==> src/rtl/dly_pkg.sv <==
// Shared types and constants for the delay arbiter.
// FSM encoding, default unit length and length field width.
package dly_pkg;

  typedef enum logic [1:0] {
    IDLE = 2'd0,
    ARB  = 2'd1,
    RUN  = 2'd2,
    DONE = 2'd3
  } state_t;

  localparam int T_UNIT_DEF = 1000000;
  localparam int LEN_W      = 4;
  localparam int ID_W       = 3;

endpackage

==> src/rtl/dly_if.sv <==
// Request/completion bundle between requesters and the arbiter.
// The master side posts requests, the slave side serves them.
interface dly_if #(
  parameter int NREQ = 4
);
  import dly_pkg::*;

  logic [NREQ-1:0]       req;
  logic [LEN_W*NREQ-1:0] dly_len;
  logic [NREQ-1:0]       dly_over;
  logic [NREQ-1:0]       pend;
  logic                  busy;
  logic [ID_W-1:0]       gnt_id;

  modport master (
    output req,
    output dly_len,
    input  dly_over,
    input  pend,
    input  busy,
    input  gnt_id
  );

  modport slave (
    input  req,
    input  dly_len,
    output dly_over,
    output pend,
    output busy,
    output gnt_id
  );

endinterface

==> src/rtl/dly_unit_timer.sv <==
// Two-level delay timer: cycles per unit, then units per delay.
// done fires on the last cycle of the final unit.
module dly_unit_timer
  import dly_pkg::*;
#(
  parameter int T_UNIT = T_UNIT_DEF
) (
  input  logic             clk,
  input  logic             rst_n,
  input  logic             start,
  input  logic             run,
  input  logic [LEN_W-1:0] len,
  output logic             done
);

  localparam int CW = (T_UNIT > 1) ? $clog2(T_UNIT) : 1;
  localparam logic [CW-1:0] CYC_LAST = CW'(T_UNIT - 1);

  logic [CW-1:0]    cyc;
  logic [LEN_W-1:0] unit;
  logic [LEN_W-1:0] unit_last;
  logic             wrap;

  assign unit_last = len - LEN_W'(1);
  assign wrap      = run && (cyc == CYC_LAST);
  assign done      = wrap && (unit == unit_last);

  // unit returns to zero on completion so it never exceeds len-1
  always_ff @(posedge clk or negedge rst_n) begin
    if (!rst_n) begin
      cyc  <= '0;
      unit <= '0;
    end else if (start) begin
      cyc  <= '0;
      unit <= '0;
    end else if (wrap) begin
      cyc  <= '0;
      unit <= done ? '0 : unit + LEN_W'(1);
    end else if (run) begin
      cyc  <= cyc + CW'(1);
    end
  end

endmodule

==> src/rtl/dly_arbiter.sv <==
// Round-robin arbiter sharing one delay timer among NREQ requesters.
// Edge-triggered requests, pending flags, IDLE/ARB/RUN/DONE FSM.
module dly_arbiter
  import dly_pkg::*;
#(
  parameter int NREQ   = 4,
  parameter int T_UNIT = T_UNIT_DEF
) (
  input logic  clk,
  input logic  rst_n,
  dly_if.slave bus
);

  state_t state;
  state_t state_nx;

  logic [NREQ-1:0]  req_q;
  logic [NREQ-1:0]  armed;
  logic [NREQ-1:0]  rise;
  logic [NREQ-1:0]  pend_q;
  logic [NREQ-1:0]  gmask;
  logic [NREQ-1:0]  over;
  logic [ID_W-1:0]  gnt_q;
  logic [ID_W-1:0]  sel;
  logic [ID_W-1:0]  cand;
  logic [LEN_W-1:0] len_raw;
  logic [LEN_W-1:0] len_sel;
  logic [LEN_W-1:0] len_q;
  logic             any_pend;
  logic             start;
  logic             run;
  logic             done;
  logic             busy;

  // a level held through reset must drop before it can post again
  assign rise     = bus.req & ~req_q & armed;
  assign any_pend = |pend_q;

  // farthest candidate first so the nearest pending one wins
  always_comb begin
    sel  = gnt_q;
    cand = gnt_q;
    for (int k = NREQ; k >= 1; k--) begin
      cand = ID_W'((int'(gnt_q) + k) % NREQ);
      for (int i = 0; i < NREQ; i++) begin
        if (pend_q[i] && (cand == ID_W'(i)))
          sel = ID_W'(i);
      end
    end
  end

  always_comb begin
    len_raw = '0;
    gmask   = '0;
    for (int i = 0; i < NREQ; i++) begin
      if (sel == ID_W'(i))
        len_raw = bus.dly_len[LEN_W*i +: LEN_W];
      gmask[i] = (state == ARB) && (sel == ID_W'(i));
    end
    len_sel = (len_raw == '0) ? LEN_W'(1) : len_raw;
  end

  always_ff @(posedge clk or negedge rst_n) begin
    if (!rst_n) begin
      req_q  <= '0;
      armed  <= '0;
      pend_q <= '0;
      gnt_q  <= ID_W'(NREQ - 1);
      len_q  <= LEN_W'(1);
    end else begin
      req_q  <= bus.req;
      armed  <= armed | ~bus.req;
      pend_q <= (pend_q & ~gmask) | rise;
      if (state == ARB) begin
        gnt_q <= sel;
        len_q <= len_sel;
      end
    end
  end

  always_ff @(posedge clk or negedge rst_n) begin
    if (!rst_n)
      state <= IDLE;
    else
      state <= state_nx;
  end

  always_comb begin
    state_nx = state;
    unique case (state)
      IDLE: if (any_pend) state_nx = ARB;
      ARB:  state_nx = any_pend ? RUN : IDLE;
      RUN:  if (done) state_nx = DONE;
      DONE: state_nx = any_pend ? ARB : IDLE;
      default: state_nx = IDLE;
    endcase
  end

  always_comb begin
    busy  = (state == RUN);
    run   = (state == RUN);
    start = (state == ARB) && any_pend;
    over  = '0;
    for (int i = 0; i < NREQ; i++)
      over[i] = (state == DONE) && (gnt_q == ID_W'(i));
  end

  dly_unit_timer #(
    .T_UNIT(T_UNIT)
  ) u_timer (
    .clk  (clk),
    .rst_n(rst_n),
    .start(start),
    .run  (run),
    .len  (len_q),
    .done (done)
  );

  assign bus.dly_over = over;
  assign bus.pend     = pend_q;
  assign bus.busy     = busy;
  assign bus.gnt_id   = gnt_q;

endmodule

==> src/flat_wrapper.sv <==
// flat-port wrapper written by rule: the top's interface ports become plain ports
module dly_arbiter_flat import dly_pkg::*;
#(
  parameter int NREQ   = 4,
  parameter int T_UNIT = T_UNIT_DEF
)
  (clk, rst_n, bus_req, bus_dly_len, bus_dly_over, bus_pend, bus_busy, bus_gnt_id);
  dly_if #(.NREQ(NREQ)) bus_i ();
  input logic clk;
  input logic rst_n;
  input wire logic [$bits(bus_i.req)-1:0] bus_req;
  input wire logic [$bits(bus_i.dly_len)-1:0] bus_dly_len;
  output wire logic [$bits(bus_i.dly_over)-1:0] bus_dly_over;
  output wire logic [$bits(bus_i.pend)-1:0] bus_pend;
  output wire logic [$bits(bus_i.busy)-1:0] bus_busy;
  output wire logic [$bits(bus_i.gnt_id)-1:0] bus_gnt_id;
  assign bus_i.req = bus_req;
  assign bus_i.dly_len = bus_dly_len;
  assign bus_dly_over = bus_i.dly_over;
  assign bus_pend = bus_i.pend;
  assign bus_busy = bus_i.busy;
  assign bus_gnt_id = bus_i.gnt_id;
  dly_arbiter #(.NREQ(NREQ), .T_UNIT(T_UNIT)) u_core (.clk(clk), .rst_n(rst_n), .bus(bus_i));
endmodule
==> config.mk <==
export PLATFORM = sky130hd
export DESIGN_NAME = dly_arbiter_flat
export DESIGN_NICKNAME = d
export VERILOG_FILES = /design/src/rtl/dly_pkg.sv /design/src/rtl/dly_if.sv /design/src/rtl/dly_unit_timer.sv /design/src/rtl/dly_arbiter.sv /design/src/flat_wrapper.sv
export SDC_FILE = /design/constraint.sdc
export NUM_CORES = 1
export LEC_CHECK = 0
export CAP_MARGIN = 40
export CORE_ASPECT_RATIO = 2
export CORE_MARGIN = 2
export CORE_UTILIZATION = 49
export CTS_CLUSTER_SIZE = 25
export DETAILED_ROUTE_END_ITERATION = 12
export PLACE_DENSITY = 0.73
export RECOVER_POWER = 25
export SLEW_MARGIN = 40
export SYNTH_ARGS = -nofsm -noshare
export SYNTH_HDL_FRONTEND = slang
export SYNTH_SLANG_ARGS = --single-unit
==> constraint.sdc <==
create_clock -name clk -period 2 [get_ports clk]
set_clock_uncertainty 0.1 [all_clocks]
set_input_delay 0.3 -clock clk [delete_from_list [all_inputs] [get_ports clk]]
set_output_delay 0.3 -clock clk [all_outputs]
set_load 0.02 [all_outputs]
======== Yosys cells after proc, flatten, opt, wreduce, memory -nomap -nowiden ========
Index checks and enable logic that the tools add are counted.
W data, S select, Z words.
storage, ports and cells
  bits of input ports ..................... 22
  register bits after elaboration ......... 45
  output and inout bits ................... 12
  word-level logic and storage cells ...... 127
operators by class
  mux-type cells .......................... 32
  bitwise gates (word level) .............. 12
  eq/ne operators ......................... 25
  $add $sub $neg .......................... 7
  reduce and logical (&&, ||, !) cells .... 43
operators by type and width
  operator                 number
  $mux W20                 3
  $mux W3                  16
  $eq A3 B2 Y1 const B     12
  $mux W4                  8
  $logic_and A1 B1 Y1      27
  $add A20 B1 Y20 const B  1
  $eq A20 B20 Y1 const B   1
  $eq A3 B1 Y1 const B     6
  $logic_not A3 Y1         6
  $and A4 B4 Y4            3
  $not A4 Y4               3
  $or A4 B4 Y4             2
  $pmux W2 S4              1
  $reduce_or A2 Y1         4
  $mux W2                  3
  $add A2 B1 Y2 const B    2
  $add A2 B2 Y2 const B    2
  $add A4 B1 Y4 const B    1
  $and A1 B1 Y1 const A    4
  $eq A2 B2 Y1 const B     2
  $eq A4 B4 Y1             1
  $logic_not A4 Y1         1
  $ne A2 B1 Y1 const B     2
  $reduce_or A4 Y1         1
  7 further kinds          7

======== Longest topological paths before layout ========
  depth after elaboration ................. 28
  mapped depth ............................ 10
  depth with buffers taken out ............ 8

======== Hierarchy ========
A second synthesis with hierarchy kept.
unflattened totals
  cells, all modules ...................... 253
  area, all modules ....................... 2448.6 um^2
modules (own cells, without submodules)
  module          sequential area each (um^2)  cells an instance  area each (um^2)  instances
  dly_unit_timer  600.6                        151                1411.4            1
  dly_arbiter     529.3                        102                1037.2            1

======== Least setup slack after synthesis ========
OpenSTA, ideal clock, no wires.
  kind .................................... reg2reg
  from .................................... reg u_core.gnt_q[0] (netlist: u_core.bus.gnt_id[0])
  to ...................................... reg u_core.len_q[0]
  period minus slack after synthesis ...... 2.091 ns
  cell stages (with the launch flop) ...... 8
  arrival ................................. 1.901 ns
  setup time .............................. 0.091 ns
  path slack .............................. -0.091 ns
  path through ............................ dfstp_2 nor2b_2 o21a_1 or3_1 buf_6 a211o_1 a32oi_1 o31ai_1
on the way
  longest elaborated chain between the ends .. 28
RTL lines
  item                               RTL line           text
  start: declaration                 dly_arbiter.sv:23  logic [ID_W-1:0] gnt_q;
  start signal: assignment           dly_arbiter.sv:68  gnt_q <= ID_W'(NREQ - 1);
  start signal: assignment           dly_arbiter.sv:75  gnt_q <= sel;
  $add A2 B1 Y2                      dly_arbiter.sv:44  cand = ID_W'((int'(gnt_q) + k) % NREQ);
  $reduce_or A2 Y1 (no source line)  n/a
  $and A1 B1 Y1 (no source line)     n/a
  $logic_not A3 Y1                   dly_arbiter.sv:46  if (pend_q[i] && (cand == ID_W'(i)))
  $logic_and A1 B1 Y1                dly_arbiter.sv:46
  $mux W3 (15 in series)             dly_arbiter.sv:46
  $mux W3 (*)                        dly_arbiter.sv:46
  $logic_not A3 Y1                   dly_arbiter.sv:56  if (sel == ID_W'(i))
  $mux W4 (3 in series)              dly_arbiter.sv:56
  $mux W4 (*)                        dly_arbiter.sv:56
  $logic_not A4 Y1                   dly_arbiter.sv:60  len_sel = (len_raw == '0) ? LEN_W'(1) : len_raw;
  $mux W4 (*)                        dly_arbiter.sv:60
  end signal: assignment             dly_arbiter.sv:76  len_q <= len_sel;
  end: declaration                   dly_arbiter.sv:28  logic [LEN_W-1:0] len_q;
Every way passes the cells marked *; elsewhere a longest branch is shown, timed or not.
A chain may end at the register's enable or synchronous reset.

======== Worst setup path after layout ========
  from .................................... reg u_core.pend_q[3] (netlist: u_core.bus.pend[3])
  to ...................................... reg u_core.len_q[0]
on the way
  longest elaborated chain between the ends .. 21
RTL lines
  item                      RTL line           text
  start: declaration        dly_arbiter.sv:20  logic [NREQ-1:0] pend_q;
  start signal: assignment  dly_arbiter.sv:73  pend_q <= (pend_q & ~gmask) | rise;
  $logic_and A1 B1 Y1       dly_arbiter.sv:46
  $mux W3 (12 in series)    dly_arbiter.sv:46
  $mux W3 (*)               dly_arbiter.sv:46
  $logic_not A3 Y1          dly_arbiter.sv:56
  $mux W4 (3 in series)     dly_arbiter.sv:56
  $mux W4 (*)               dly_arbiter.sv:56
  $logic_not A4 Y1          dly_arbiter.sv:60
  $mux W4 (*)               dly_arbiter.sv:60
Marks and branches as above.

==> impl_metrics.csv <==
group,metric,value,unit
layout,final_nets,354,
floorplanning,placeable_core_region,0.00477,sq mm
pwr,pwr-share-seq,58.4,%
drt,drt_initial_violations,42,
yosys,synth_ff_type,"sky130_fd_sc_hd__dfrtp_1",
yosys,synth-warning-count,0,
clocking,cts_root_buf,"sky130_fd_sc_hd__clkbuf_8",
worst_setup_path,path_max_fanout,5,
pwr,cellLeakagePower,1.44,nW
yosys,yosys-top-cells-count,"sky130_fd_sc_hd__dfrtp_1, sky130_fd_sc_hd__nor2_1, sky130_fd_sc_hd__o21ai_0, sky130_fd_sc_hd__nand2_1",
timing,timing.fmax,0.488,GHz
yosys,cell_area_synth,0.00239,sq mm
yosys,synth_top_area_share,44.0,%
floorplanning,die_area,0.00548,sq mm
global_routing,antenna_violations_before_repair,0,
drt,post-route-drc-count,0,
worst_setup_path,timing.critical_path.from_type,"flop",
yosys,postSynthNetCount,272,
timing,final_cycle_utilization_of_the_critical_path,103,%
clocking,number_of_clock_sinks_seen_by_cts,45,
yosys,synth_top_cell_by_area,"sky130_fd_sc_hd__dfrtp_1",
yosys,postSynthRegisterBits,45,
drt,via_count,2182,
pwr,netSwitchingPower,0.355,mW
drt,avgRoutedWirePerCell,16.0,um
timing,finalHoldViolCount,0,
layout,final_core_util,69.2,%
worst_setup_path,timing.critical_path.arrival,2160,ps
layout,syn_to_final_growth,38.5,%
layout,multiInputGateArea,0.00131,sq mm
timing,relSlewSlack,57.8,%
timing,final-setup-viol-count,2,
yosys,share_of_the_yosys_chip_area_belonging_to_registers,47.4,%
drt,number_of_nets_with_antenna_violations_after_detailed_routing,0,
timing,timing.setup.tns,-98.4,ps
timing,report.final.slew_viol_count,0,
pwr,vdd.ir_drop.worst,0.000647,V
drt,firstDrtPassIters,4,
job,max_cap_viol_count,0,
global_routing,grt_first_pass_wirelength,10400,um
global_routing,grt_pass1_vias,2311,
yosys,syn_inst_count,247,
floorplanning,die-width,53.3,um
yosys,biggest_area_contributors_in_the_synthesized_netlist,"sky130_fd_sc_hd__dfrtp_1, sky130_fd_sc_hd__o21ai_0, sky130_fd_sc_hd__nor2_1",
clocking,clock_latency,300,ps
placed_design,numPlacedInstances,371,
placed_design,postPlaceCellArea,0.00305,sq mm
timing,grt_setup_unrepaired,"yes",
pwr,power_report.internal_total,1.23,mW
timing,worst_slew_pin_slew,633,ps
floorplanning,floorplan.initialDensity,50.0,%
timing,setup_ws,-51.2,ps
layout,num-fill-cells,388,
drt,wirelength,6180,um
worst_hold_path,hold_path_class,"reg2reg",
layout,postLayoutCellArea,0.00331,sq mm
layout,ff_latch_area,0.00113,sq mm
clocking,cts.reportedPaths.clkPinSlew,80,ps
pwr,power_per_standard_cell_area,478,mW/mm^2
global_routing,largest_net_degree_at_the_start_of_global_routing,26,
pwr,switching_share,22.5,%
yosys,synth.most_common_cell,"sky130_fd_sc_hd__dfrtp_1",
yosys,synth_cell_types,49,
placed_design,io_port_bufs,33,
global_routing,globalRouteTotalUtil,25.7,%
clocking,cts-htree-levels,2,
worst_setup_path,cp-end-kind,"flop",
status,outcome,"finished with violations",
floorplanning,io_pins,34,
yosys,async_flop_share,100,%
clocking,cts_inserted_buffers,5,
placed_design,routabilityCongestion,0.918,
clocking,cts_tree,"yes",
layout,final_cell_count_no_fill,387,
worst_setup_path,timing_worst_setup_path_type,"reg2reg",
layout,antenna_cells_inserted,0,
yosys,postSynthAreaPerCell,9.66,sq um
status,failed_checks,"negative setup slack",
placed_design,detailedPlacementHpwl,4480,um
floorplanning,num_rows,36,
yosys,synth_enable_flop_cells,0,
drt,detail_route.vias_per_cell,5.64,
pwr,post-layout-total-power,1.58,mW
global_routing,global_route.overflow_total,0,
timing,fin_crit,2050,ps
floorplanning,dieHeight,103,um
clocking,clockBufferDepth,2,
layout,layout-drive-gt1-share,29.1,%
pwr,comb_power_share,6.6,%
worst_setup_path,crit_required,2110,ps
pwr,clkPwrFrac,35.0,%
## layout by cell type, fill, tap and decap left out, drive strengths merged, types with 7 or more instances in the layout
cell type and count:
buf 48, clkbuf 11, clkdlybuf4s50 21, dfrtp 42, inv 7, nand2 22, nand3 11, nand4 9
nor2 28, o21ai 24, xnor2 9, xor2 11
## what timing repair did
| item | 4_1_cts | 5_1_grt |
|---|---|---|
| hold buffers | 1 | 0 |
| hold endpoints to repair | 19 | 0 |
| pin swaps | 3 | 12 |
| setup endpoints to repair | 32 | 30 |
| resized for setup | 19 | 25 |
| buffers inserted | 2 | 5 |
## final cells by class
type                       instances  share of cell area [%]
inverter                           7                   0.795
tap                               57                    2.16
timing repair buffer              82                    20.6
sequential                        45                    34.2
clock inverter                     1                   0.227
clock buffer                       7                    2.31
multi-input combinational        188                    39.7
## state kept, by name, summed over array words and instances (netlist names), named ones only
signal	flops
u_core.u_timer.cyc	20
u_core.armed	4
u_core.bus.pend	4
u_core.len_q	4
u_core.req_q	4
u_core.u_timer.unit	4
u_core.bus.gnt_id	3
u_core.state	1
## path summary, 6_finish.rpt
| check | from | end | slack, ps | cells after the start |
|---|---|---|---|---|
| max | u_core.bus.pend[3] | u_core.len_q[0] | -50 | 6 |
| min | u_core.req_q[3] | u_core.bus.pend[3] | 320 | 1 |
| max reg2reg | u_core.bus.pend[3] | u_core.len_q[0] | -50 | 6 |
| min reg2reg | u_core.req_q[3] | u_core.bus.pend[3] | 320 | 1 |
| max in group asynchronous | rst_n | u_core.u_timer.cyc[6] | 760 | 3 |
| min in group asynchronous | rst_n | u_core.len_q[3] | 440 | 2 |
## cell families (layout without fill, tap and decap cells)
| logic type | after synthesis | after routing | share of synthesized area, % |
|---|---|---|---|
| fa+ha+maj | 3 | 3 | 1.57 |
| buf+inv | 14 | 97 | 2.99 |
| mux | 6 | 6 | 2.62 |
| xor+xnor | 20 | 20 | 7.34 |
| compound gates | 50 | 50 | 13.5 |
| simple gates | 109 | 109 | 24.6 |
| flops | 45 | 45 | 47.4 |
## critical path, stage by stage, from the launching register on
cell and delay, ps:
sky130_fd_sc_hd__dfrtp_1 440, sky130_fd_sc_hd__nor2b_2 180, sky130_fd_sc_hd__o21a_1 220, sky130_fd_sc_hd__or3_4 390
sky130_fd_sc_hd__mux2i_2 220, sky130_fd_sc_hd__a211oi_2 110, sky130_fd_sc_hd__o31ai_1 280
## power groups by stage
stage               Clock (mW)  Combinational, mW  Sequential, mW
global placement             0             0.0982           0.941
detailed placement           0              0.101           0.941
floorplan                    0             0.0259           0.941
CTS                      0.557              0.106           0.923
global route             0.603              0.116           0.924
finish                   0.553              0.105           0.923
## per-stage QoR
| stage | setup slack, ps | hold slack, ps |
|---|---|---|
| floorplan | -57.7 | -95.6 |
| global placement | 7.52 | 222 |
| detailed placement | -88.5 | 225 |
| CTS | 6.14 | 330 |
| global route | -83.0 | 352 |
| finish | -51.2 | 325 |
## metal layers
metal,part of all wire (%),vias to the layer above,GRT usage (%),routed length (um)
li1,-,1041,-,-
met1,41,1074,32.1,2520
met2,53,52,42.8,3290
met3,3.7,15,5.36,231
met4,2.3,0,9.66,144
met5,0,-,0,0
No activity file was read; power rests on OpenSTA's default activity.
